## config.mk

```make
export PLATFORM = sky130hd
export DESIGN_NAME = cr_bmu_ibus_initiator
export DESIGN_NICKNAME = d
export VERILOG_FILES = /design/src/rtl/cr_bmu_ibus_initiator.sv
export SDC_FILE = /design/constraint.sdc
export NUM_CORES = 1
export LEC_CHECK = 0
export CORE_ASPECT_RATIO = 0.6
export CORE_MARGIN = 2
export CORE_UTILIZATION = 28
export CTS_BUF_LIST = sky130_fd_sc_hd__clkbuf_4 sky130_fd_sc_hd__clkbuf_8 sky130_fd_sc_hd__clkbuf_16
export DETAILED_ROUTE_END_ITERATION = 16
export PLACE_DENSITY = 0.63
export RECOVER_POWER = 100
export SYNTH_ARGS = -nofsm -noshare
export SYNTH_HDL_FRONTEND = slang
export SYNTH_SLANG_ARGS = --single-unit
```

## constraint.sdc

```tcl
create_clock -name forever_cpuclk -period 1.9 [get_ports forever_cpuclk]
set_input_delay 0.285 -clock forever_cpuclk [delete_from_list [all_inputs] [get_ports forever_cpuclk]]
set_output_delay 0.285 -clock forever_cpuclk [all_outputs]
set_load 0.05 [all_outputs]
```

## src/rtl/cr_bmu_ibus_initiator.sv

```systemverilog
// cr_bmu_ibus_initiator
// Initiator side of the BMU-to-TCIPIF instruction bus. Accepts one upstream
// request at a time, presents it on the ibus until granted, waits for the
// responder's completion and returns a registered one-cycle response.
// Denied accesses complete locally with an error. A WAIT that never completes
// is closed with a timeout error, and the late completion is later flushed.

module cr_bmu_ibus_initiator #(
  parameter int unsigned TIMEOUT_CYC = 255,  // legal range 1 .. 2**CNT_W-1
  parameter int unsigned CNT_W       = 8
) (
  input  logic        forever_cpuclk,
  input  logic        cpurst,
  // upstream (IFU) request
  input  logic        ifu_bmu_req,
  input  logic [31:0] ifu_bmu_addr,
  input  logic        ifu_bmu_write,
  input  logic        ifu_bmu_acc_deny,
  // upstream (IFU) grant and response
  output logic        bmu_ifu_grnt,
  output logic        bmu_ifu_trans_cmplt,
  output logic        bmu_ifu_acc_err,
  output logic        bmu_ifu_data_vld,
  output logic [31:0] bmu_ifu_data,
  // ibus request
  output logic        bmu_tcipif_ibus_req,
  output logic [31:0] bmu_tcipif_ibus_addr,
  output logic        bmu_tcipif_ibus_write,
  output logic        bmu_tcipif_ibus_acc_deny,
  // ibus response
  input  logic        tcipif_bmu_ibus_grnt,
  input  logic        tcipif_bmu_ibus_trans_cmplt,
  input  logic        tcipif_bmu_ibus_acc_err,
  input  logic        tcipif_bmu_ibus_data_vld,
  input  logic [31:0] tcipif_bmu_ibus_data
);

  localparam logic [2:0] ST_IDLE  = 3'd0;
  localparam logic [2:0] ST_REQ   = 3'd1;
  localparam logic [2:0] ST_WAIT  = 3'd2;
  localparam logic [2:0] ST_DENY  = 3'd3;
  localparam logic [2:0] ST_FLUSH = 3'd4;

  // Counter value in the last WAIT cycle before giving up.
  localparam logic [CNT_W-1:0] CNT_LAST = CNT_W'(TIMEOUT_CYC - 1);
  localparam logic [CNT_W-1:0] CNT_MAX  = '1;

  logic [2:0]       state_q, state_d;
  logic [CNT_W-1:0] cnt_q, cnt_d;
  logic [31:0]      addr_q, addr_d;
  logic             write_q, write_d;
  logic             deny_q, deny_d;
  logic             rsp_cmplt_q, rsp_cmplt_d;
  logic             rsp_err_q, rsp_err_d;
  logic             rsp_dvld_q, rsp_dvld_d;
  logic [31:0]      rsp_data_q, rsp_data_d;

  // Read data is only meaningful when the responder flags it and no error.
  logic             bus_dvld;
  assign bus_dvld = tcipif_bmu_ibus_data_vld & ~tcipif_bmu_ibus_acc_err;

  // Handshake outputs are decoded from state; they are also held low while
  // reset is asserted so nothing leaks out in the reset cycle itself.
  assign bmu_ifu_grnt        = (state_q == ST_IDLE) & ifu_bmu_req & ~cpurst;
  assign bmu_tcipif_ibus_req = (state_q == ST_REQ) & ~cpurst;

  assign bmu_tcipif_ibus_addr     = addr_q;
  assign bmu_tcipif_ibus_write    = write_q;
  assign bmu_tcipif_ibus_acc_deny = deny_q;

  assign bmu_ifu_trans_cmplt = rsp_cmplt_q;
  assign bmu_ifu_acc_err     = rsp_err_q;
  assign bmu_ifu_data_vld    = rsp_dvld_q;
  assign bmu_ifu_data        = rsp_data_q;

  // Next-state, request latch and response formation.
  always_comb begin
    // NOTE: every variable gets a default before the case so no path can
    // leave one unassigned and infer a latch.
    state_d     = state_q;
    cnt_d       = cnt_q;
    addr_d      = addr_q;
    write_d     = write_q;
    deny_d      = deny_q;
    // Response registers pulse for exactly one cycle, so they default to 0.
    rsp_cmplt_d = 1'b0;
    rsp_err_d   = 1'b0;
    rsp_dvld_d  = 1'b0;
    rsp_data_d  = '0;

    case (state_q)
      ST_IDLE: begin
        // Completions arriving here belong to nobody and are ignored.
        if (ifu_bmu_req) begin
          addr_d  = ifu_bmu_addr;
          write_d = ifu_bmu_write;
          deny_d  = ifu_bmu_acc_deny;
          state_d = ST_REQ;
        end
      end

      ST_REQ: begin
        // Wait indefinitely for the grant; a stray completion is ignored.
        if (tcipif_bmu_ibus_grnt) begin
          if (deny_q) begin
            state_d = ST_DENY;
          end else begin
            cnt_d   = '0;
            state_d = ST_WAIT;
          end
        end
      end

      ST_WAIT: begin
        // Completion is checked first so it wins over a same-cycle timeout.
        if (tcipif_bmu_ibus_trans_cmplt) begin
          rsp_cmplt_d = 1'b1;
          rsp_err_d   = tcipif_bmu_ibus_acc_err;
          rsp_dvld_d  = bus_dvld;
          rsp_data_d  = bus_dvld ? tcipif_bmu_ibus_data : 32'd0;
          state_d     = ST_IDLE;
        end else if (cnt_q == CNT_LAST) begin
          rsp_cmplt_d = 1'b1;
          rsp_err_d   = 1'b1;
          state_d     = ST_FLUSH;
        end else if (cnt_q != CNT_MAX) begin
          cnt_d = cnt_q + CNT_W'(1);
        end
      end

      ST_DENY: begin
        // The responder never completes a denied access; answer locally.
        rsp_cmplt_d = 1'b1;
        rsp_err_d   = 1'b1;
        state_d     = ST_IDLE;
      end

      ST_FLUSH: begin
        // Swallow the late completion of the timed-out access silently.
        if (tcipif_bmu_ibus_trans_cmplt) begin
          state_d = ST_IDLE;
        end
      end

      default: begin
        state_d = ST_IDLE;
      end
    endcase
  end

  // State, latched request fields and response registers.
  always_ff @(posedge forever_cpuclk) begin
    if (cpurst) begin
      // NOTE: the latched address and response data are reset too, because
      // these registers drive outputs that must read 0 out of reset.
      state_q     <= ST_IDLE;
      cnt_q       <= '0;
      addr_q      <= '0;
      write_q     <= 1'b0;
      deny_q      <= 1'b0;
      rsp_cmplt_q <= 1'b0;
      rsp_err_q   <= 1'b0;
      rsp_dvld_q  <= 1'b0;
      rsp_data_q  <= '0;
    end else begin
      // NOTE: non-blocking assignments so every register samples the
      // pre-edge value of the others, independent of statement order.
      state_q     <= state_d;
      cnt_q       <= cnt_d;
      addr_q      <= addr_d;
      write_q     <= write_d;
      deny_q      <= deny_d;
      rsp_cmplt_q <= rsp_cmplt_d;
      rsp_err_q   <= rsp_err_d;
      rsp_dvld_q  <= rsp_dvld_d;
      rsp_data_q  <= rsp_data_d;
    end
  end

endmodule

```

### Word level (Yosys, flattened, before mapping)

Index checks and enable logic that the tools add are counted.

| storage, ports and cells | value |
|---|---|
| logic and storage cells | 58 |
| bits in read-only memories | 0 |
| register bits after elaboration | 80 |
| RAM bits | 0 |
| memories kept | 0 |
| output and inout port bits | 71 |
| input bits | 73 |
| latch bits | 0 |

| operators by class | value |
|---|---|
| add/subtract/negate cells | 1 |
| shift operators | 0 |
| reduce and logical (&&, ||, !) cells | 7 |
| $lt $le $gt $ge | 0 |
| $mul | 0 |
| divide/modulo/power cells | 0 |
| equal/unequal tests | 14 |
| bitwise operators | 9 |
| mux-type cells | 18 |

Operators with widths:

| cell | number |
|---|---|
| two-way mux 8 bit | 5 |
| one-hot mux 8 bit (2 select lines) | 1 |
| two-way mux 3 bit | 5 |
| != test 2 bit (second input constant) | 7 |
| one-hot mux 3 bit (4 select lines) | 1 |
| adder 8 x 1 -> 8 bit (second input constant) | 1 |
| equality test 8 bit (second input constant) | 1 |
| != test 8 bit (second input constant) | 1 |
| equality test 3 x 2 -> 1 bit (second input constant) | 2 |
| AND reduction 6 bit | 1 |
| inverter 1 bit | 5 |
| AND 1 bit | 4 |
| two-way mux 1 bit | 4 |
| one-hot mux 1 bit (2 select lines) | 2 |
| AND reduction 4 bit | 1 |
| OR reduction 4 bit | 1 |
| equality test 3 x 1 -> 1 bit (second input constant) | 1 |
| equality test 3 bit (second input constant) | 1 |
| zero test 3 bit | 1 |
| != test 3 bit (second input constant) | 1 |
| OR reduction 3 bit | 1 |
| AND reduction 2 bit | 1 |
| nonzero test 2 bit | 1 |

### Longest topological paths before layout

Gate-level depths: netlist of run 1.

| depth | value |
|---|---|
| depth in word-level cells | 5 |
| mapped depth | 7 |
| mapped depth without buffers | 6 |

### Worst setup path before layout of run 1

OpenSTA, ideal clock, no wires.

| timing | value |
|---|---|
| path kind | register to output |
| start point | register state_q[2] |
| end point | output port bmu_ifu_grnt |
| required time | 1615 ps |
| cell stages (with the launch flop) | 6 |
| arrival | 1639 ps |
| buffers on the path | 2 |
| path slack | -24 ps |
| path through | dfxtp_1 -> buf_2 -> nor2_1 -> nand3_1 -> clkbuf_1 -> nor2_1 |

| between the ends | value |
|---|---|
| longest elaborated chain between the ends | 3 |

RTL lines:

| element | line | RTL |
|---|---|---|
| start, declared | 48 | `logic [2:0] state_q, state_d;` |
| start signal, assigned | 168 | `state_q <= state_d;` |
| zero test 3 bit | 64 | `assign bmu_ifu_grnt = (state_q == ST_IDLE) & ifu_bmu_req & ~cpurst;` |
| AND 1 bit (2 in a row) | 64 |  |
| end, declared | 20 | `output logic bmu_ifu_grnt,` |

Every way passes these cells.

### Worst setup path after layout of run 1

| timing | value |
|---|---|
| start point | register deny_q, in the netlist bmu_tcipif_ibus_acc_deny |
| end point | output port bmu_tcipif_ibus_acc_deny |

RTL lines:

| element | line | RTL |
|---|---|---|
| start, declared | 52 | `logic deny_q, deny_d;` |
| start signal, assigned | 172 | `deny_q <= deny_d;` |
| end, declared | 29 | `output logic bmu_tcipif_ibus_acc_deny,` |

No word-level cell between the ends.

==> results.yml, run 1 <==
critical_path:
  worstSetupStartpoint: "bmu_tcipif_ibus_acc_deny"
  ff2ff_path_depth: 6
  crit_type: "register to output pin"
  cp_slowest_stage_delay_ps: 840
  critPathLaunchType: "register"
  cp.required_ps: 1620
  reg2reg_from: "cnt_q[0]"
  path_cells: "clkdlybuf4s50_1"
  path_max_fanout: 4
  arrival_ps: 1550
  slowest_stage: "clkdlybuf4s50_1"
  cp-end-kind: "output pin"
  cp.depth: 1
  crit_buf_inv: 1
  crit_family: "buffers and inverters"
hold_path:
  worstHoldStart: "cpurst"
  worstHoldPathCells: 4
  hold_path_class: "input pin to register"
finish:
  area_growth_pct: 70.26
  num-nets-final: 535
  utilization_pct: 48.78
  fin_area_um2: 4785
  fin_cells: 600
  antenna-diode-count: 0
  drive_gt1_share_pct: 9.032
  fillers: 942
logic_synthesis:
  ys_warn_count: 0
  yosysSeqAreaShare_pct: 56.99
  netlist_area_um2: 2810
  async_flop_share_pct: 0
  synth_area_leader_cell: "dfxtp_1"
  syn-num-nets: 382
  avgSynthCellArea_um2: 9.154
  synth_most_common_cell: "dfxtp_1"
  synth_edf_count: 0
  synth_flop_cell: "dfxtp_1"
  synth-seq-cells: 80
  synthCells: 307
  synth_cell_types: 40
  synthTopCellsByArea: "dfxtp_1, nand2_1, and2_1"
  ys_top_cells_by_count: "dfxtp_1, nand2_1, a21oi_1"
  synthDominantCellAreaShare_pct: 56.99
placed_design:
  gp_congestion: 0.8313
  place_hpwl_um: 6019
  placed_cell_area_um2: 4497
  portBuffers: 143
  dp_cells: 584
timing:
  timing.final.hold_violations: 0
  fin_skew_ps: 4.315
  slew_violations: 0
  setup_viol: 0
  post-route-period-util_pct: 96.39
  clock.fmax_ghz: 0.5460
  rsz0062_at_grt: "false"
  tightest_slew_ps: 539.8
  period_needed_ps: 1831
  maxSlewHeadroom_pct: 63.90
global_route:
  grt_first_pass_wirelength_um: 12560
  grt_max_degree: 34
  grt_util_all_layers_pct: 14.56
  first_global_vias: 2549
  grt-ovfl-total: 0
  antenna_found_initial: 0
route:
  vias_per_cell: 4.343
  routed_wl_um: 7980
  first_pass_iters: 4
  drt_iter0_markers: 85
  dr_total_vias: 2606
  drc: 0
  wl_per_cell_um: 13.30
  ant_nets: 0
run_status:
  status: "completed"
floorplan:
  fp.dieH_um: 81.60
  die_area_um2: 10880
  rows: 28
  core_um2: 9809
  die_w_um: 133.3
  start_util_pct: 28.65
  num_io_pins: 144
pwr:
  ir_drop_mv: 0.5141
  power.leakage_uw: 0.001995
  power_density_nw_per_um2: 999.8
clocking:
  clock-sinks: 80
  htree_levels: 3
  ctsHoldBuffers: 0
  clk_latency_ps: 320
  root_buffer: "clkbuf_16"
  tritoncts: "built"
  path_clk_slew_ps: 60
  cts-buffers-inserted: 9
  max-clock-path-buffers: 2
run:
  maxCapViolCount: 0
per-layer routing:
metal | share of wire, % | global-route usage, % | vias up | wire [um]
met4 | 0.60 | 3.298 | 0 | 48
met1 | 45 | 18.74 | 1189 | 3609
met5 | 0 | 0 | - | 0
li1 | - | - | 1331 | -
met2 | 45 | 22.73 | 81 | 3630
met3 | 8.7 | 6.420 | 5 | 691
through the flow:
step,setup WS [ps],hold WS (ps),power (uW),setup TNS [ps]
6_report,68.61,288.3,4784,0
5_1_grt,6.189,332.2,5002,0
4_1_cts,7.216,281.3,4883,0
3_5_place_dp,-109.1,446.6,3017,-326.6
3_3_place_gp,-56.01,442.2,3002,-93.40
2_1_floorplan,20.50,374.7,2522,0
cell type report:
type	count	area [um^2]	area share, %
Tap cell	135	168.9	3.530
Inverter	4	15.01	0.3138
Clock buffer	10	232.7	4.864
Sequential cell	80	1603	33.50
Timing Repair Buffer	161	1558	32.56
Clock inverter	6	90.09	1.883
Multi-Input combinational cell	204	1117	23.35
cell usage in the layout, fill, tap and decap left out, drive strengths merged, types with 3 or more instances in the layout:
master         count
nand2b             4
and2              32
nand3              4
and3               3
clkbuf            14
buf               17
clkdlybuf4s50     84
a311oi             4
nor2               4
dlygate4sd3       56
and4               3
nand2             74
inv                6
dfxtp             80
a21oi             40
o21ai              7
cells by family after synthesis:
kind of cell	Yosys count	share of synthesized area, %
AOI/OAI and AO/OA	62	12.96
muxes	2	0.7124
adders and majority gates	2	0.8903
and+or+nand+nor	138	25.11
buffers and inverters	23	3.339
DFF	80	56.99
state kept, by name, indices dropped and copies added, names as in the netlist:
register / flops
cnt_q: 8
bmu_ifu_trans_cmplt: 1
bmu_tcipif_ibus_write: 1
state_q: 3
bmu_ifu_data_vld: 1
bmu_ifu_data: 32
bmu_ifu_acc_err: 1
bmu_tcipif_ibus_addr: 32
bmu_tcipif_ibus_acc_deny: 1
power by group:
part,leakage (uW),switching (uW),total [uW],internal [uW]
clock network,0.000157,684,1860,1170
logic,0.00119,668,1080,413
registers,0.000650,64.4,1850,1780
final timing paths:
check | end | slack (ps)
worst min-delay path | state_q[0] | 290
worst min register to register | bmu_tcipif_ibus_addr[13] | 450
worst max-delay path | bmu_tcipif_ibus_acc_deny | 70
worst max register to register | cnt_q[7] | 100
timing repair:
action | CTS | global route
hold endpoints to repair | 0 | 0
resized for setup | 0 | 2
endpoints found under the setup margin | 0 | 1
buffers inserted | 0 | 0
(Power assumes the default switching activity.)
==> run 2: changes to the inputs <==
--- a/config.mk
+++ b/config.mk
@@ -5,6 +5,7 @@
 export SDC_FILE = /design/constraint.sdc
 export NUM_CORES = 1
 export LEC_CHECK = 0
+export ABC_CLOCK_PERIOD_IN_PS = 1900
 export CORE_ASPECT_RATIO = 0.6
 export CORE_MARGIN = 2
 export CORE_UTILIZATION = 28
==> results of run 2 <==
Final layout, timing and power as in run 1 (identical DEF).
==> run 3: changes to the inputs <==
==> config.mk (replaced) <==
export PLATFORM = sky130hd
export DESIGN_NAME = cr_bmu_ibus_initiator
export DESIGN_NICKNAME = d
export VERILOG_FILES = /design/src/rtl/cr_bmu_ibus_initiator.sv
export SDC_FILE = /design/constraint.sdc
export NUM_CORES = 1
export LEC_CHECK = 0
export ABC_CLOCK_PERIOD_IN_PS = 2300
export CORE_ASPECT_RATIO = 0.6
export CORE_MARGIN = 2
export CORE_UTILIZATION = 28
export CTS_BUF_LIST = sky130_fd_sc_hd__clkbuf_8
export DETAILED_ROUTE_END_ITERATION = 16
export PLACE_DENSITY = 0.61
export RECOVER_POWER = 100
export SYNTH_ARGS = -nofsm -noshare
export SYNTH_HDL_FRONTEND = slang
export SYNTH_SLANG_ARGS = --single-unit
==> constraint.sdc (replaced) <==
create_clock -name forever_cpuclk -period 2.3 [get_ports forever_cpuclk]
set_input_delay 0.345 -clock forever_cpuclk [delete_from_list [all_inputs] [get_ports forever_cpuclk]]
set_output_delay 0.345 -clock forever_cpuclk [all_outputs]
set_load 0.05 [all_outputs]
==> run 3 against run 2 <==
  * Cell area is 4.2% lower
  * Largest cell class unchanged
  * Die area unchanged
  * Sequential share of layout area is 1.4 points higher
  * First-iteration DRC count is 3.5% higher
  * Largest power group is now registers
  * Total power down 27%
  * Flip-flop and latch count is the same
  * Global-route usage fell by 0.25 points
  * Core utilization down 2.0 points
  * Non-clock buffer count down 11
==> results.yml, run 3 (synthesized netlist as in run 1, its figures left out) <==
run:
  maxCapViolCount: 0
finish:
  mostFrequentLayoutCells: "dfxtp_1, nand2_1, clkdlybuf4s50_1"
  drive_gt1_share_pct: 5.740
  antenna-diode-count: 0
  multi_input_area_um2: 1106
  regArea_um2: 1602
  area_growth_pct: 63.13
  num-nets-final: 524
  mostFrequentLayoutCell: "dfxtp_1"
  fin_area_um2: 4584
  fillers: 925
route:
  routed_wl_um: 8002
  drc: 0
  wl_per_cell_um: 13.61
  dr_total_vias: 2591
  first_pass_iters: 4
  drt_iter0_markers: 88
  ant_nets: 0
  vias_per_cell: 4.406
critical_path:
  cp_slowest_stage_delay_ps: 530
  arrival_ps: 2350
  crit_type: "register to register"
  worstSetupStartpoint: "cnt_q[0]"
  slowest_stage: "or4_1"
  reg2reg_from: "cnt_q[0]"
  critPathLaunchType: "register"
  cp.required_ps: 2570
  path_max_fanout: 7
  path_cells: "inv_1, ha_1, o211a_1, and3_1, or4_1, a211oi_1"
  cp-end-kind: "register"
floorplan:
  die_area_um2: 10880
  start_util_pct: 28.65
  core_um2: 9809
  num_io_pins: 144
  fp.dieH_um: 81.60
  die_w_um: 133.3
  rows: 28
clocking:
  cts-buffers-inserted: 9
  cts_resized: 0
  clock-sinks: 80
  clk_latency_ps: 340
  htree_levels: 3
  root_buffer: "clkbuf_8"
  ctsHoldBuffers: 0
  path_clk_slew_ps: 80
  max-clock-path-buffers: 2
  cts_setup_buffers: 0
  tritoncts: "built"
global_route:
  grt_max_degree: 35
  grt-ovfl-total: 0
  grt_first_pass_wirelength_um: 12030
  first_global_vias: 2361
  grt_util_all_layers_pct: 14.31
  antenna_found_initial: 0
placed_design:
  placed_cell_area_um2: 4399
  gp_congestion: 0.8357
  portBuffers: 143
  place_hpwl_um: 5824
timing:
  timing.final.hold_violations: 0
  fin_tns_setup_ps: 0
  setup_viol: 0
  post-route-period-util_pct: 90.44
  maxSlewHeadroom_pct: 51.19
  clock.fmax_ghz: 0.4807
  fin_skew_ps: 5.855
  rsz0062_at_grt: "false"
  slew_violations: 0
  period_needed_ps: 2080
  tightest_slew_ps: 732.1
run_status:
  status: "completed"
hold_path:
  worstHoldStart: "cpurst"
  hold_path_class: "input pin to register"
pwr:
  ir_drop_mv: 0.3205
  power.leakage_uw: 0.001942
  power_density_nw_per_um2: 766.6
## run 3: final cells by class
type	instances	area share [%]
clock buffer	10	3.002
sequential	80	34.93
timing repair buffer	150	32.15
clock inverter	5	1.774
inverter	4	0.3275
tap	135	3.684
multi-input combinational	204	24.13
## run 3: worst max-delay path: cells and delay by family (launching register included)
kind            cells  cell delay, ps
buf+inv             1              90
simple gates        2             780
compound gates      2             470
flops               1             430
fa+ha+maj           1             240
## run 3: layer usage
metal / track usage, % / vias to the layer above / wire, um
met5: 0 / - / 0
met4: 4.681 / 0 / 84
met3: 6.296 / 11 / 653
met2: 20.72 / 81 / 3427
met1: 19.08 / 1188 / 3837
li1: - / 1311 / -
## run 3: final timing paths
kind / end / slack [ps] / depth (start not counted)
max reg2reg: cnt_q[7] / 220 / 6
min reg2reg: bmu_tcipif_ibus_addr[3] / 450 / 2
min: bmu_tcipif_ibus_addr[9] / 340 / 2
max: cnt_q[7] / 220 / 6
## run 3: through the flow
stage	hold slack (ps)	cells	worst slack, ps	total power (uW)	utilization [%]
finish	342.1	588	219.8	3515	46.73
floorplan	434.7	307	316.0	2082	-
detailed placement	445.3	573	204.6	2463	44.85
global route	336.4	588	136.1	3699	46.73
CTS	309.4	588	241.0	3625	47.08
global placement	441.0	573	238.0	2451	44.85
## run 3: power breakdown
part	internal (uW)	switching, uW
Combinational	305	539
Sequential	1470	59.0
Clock	635	506
Total	2410	1100
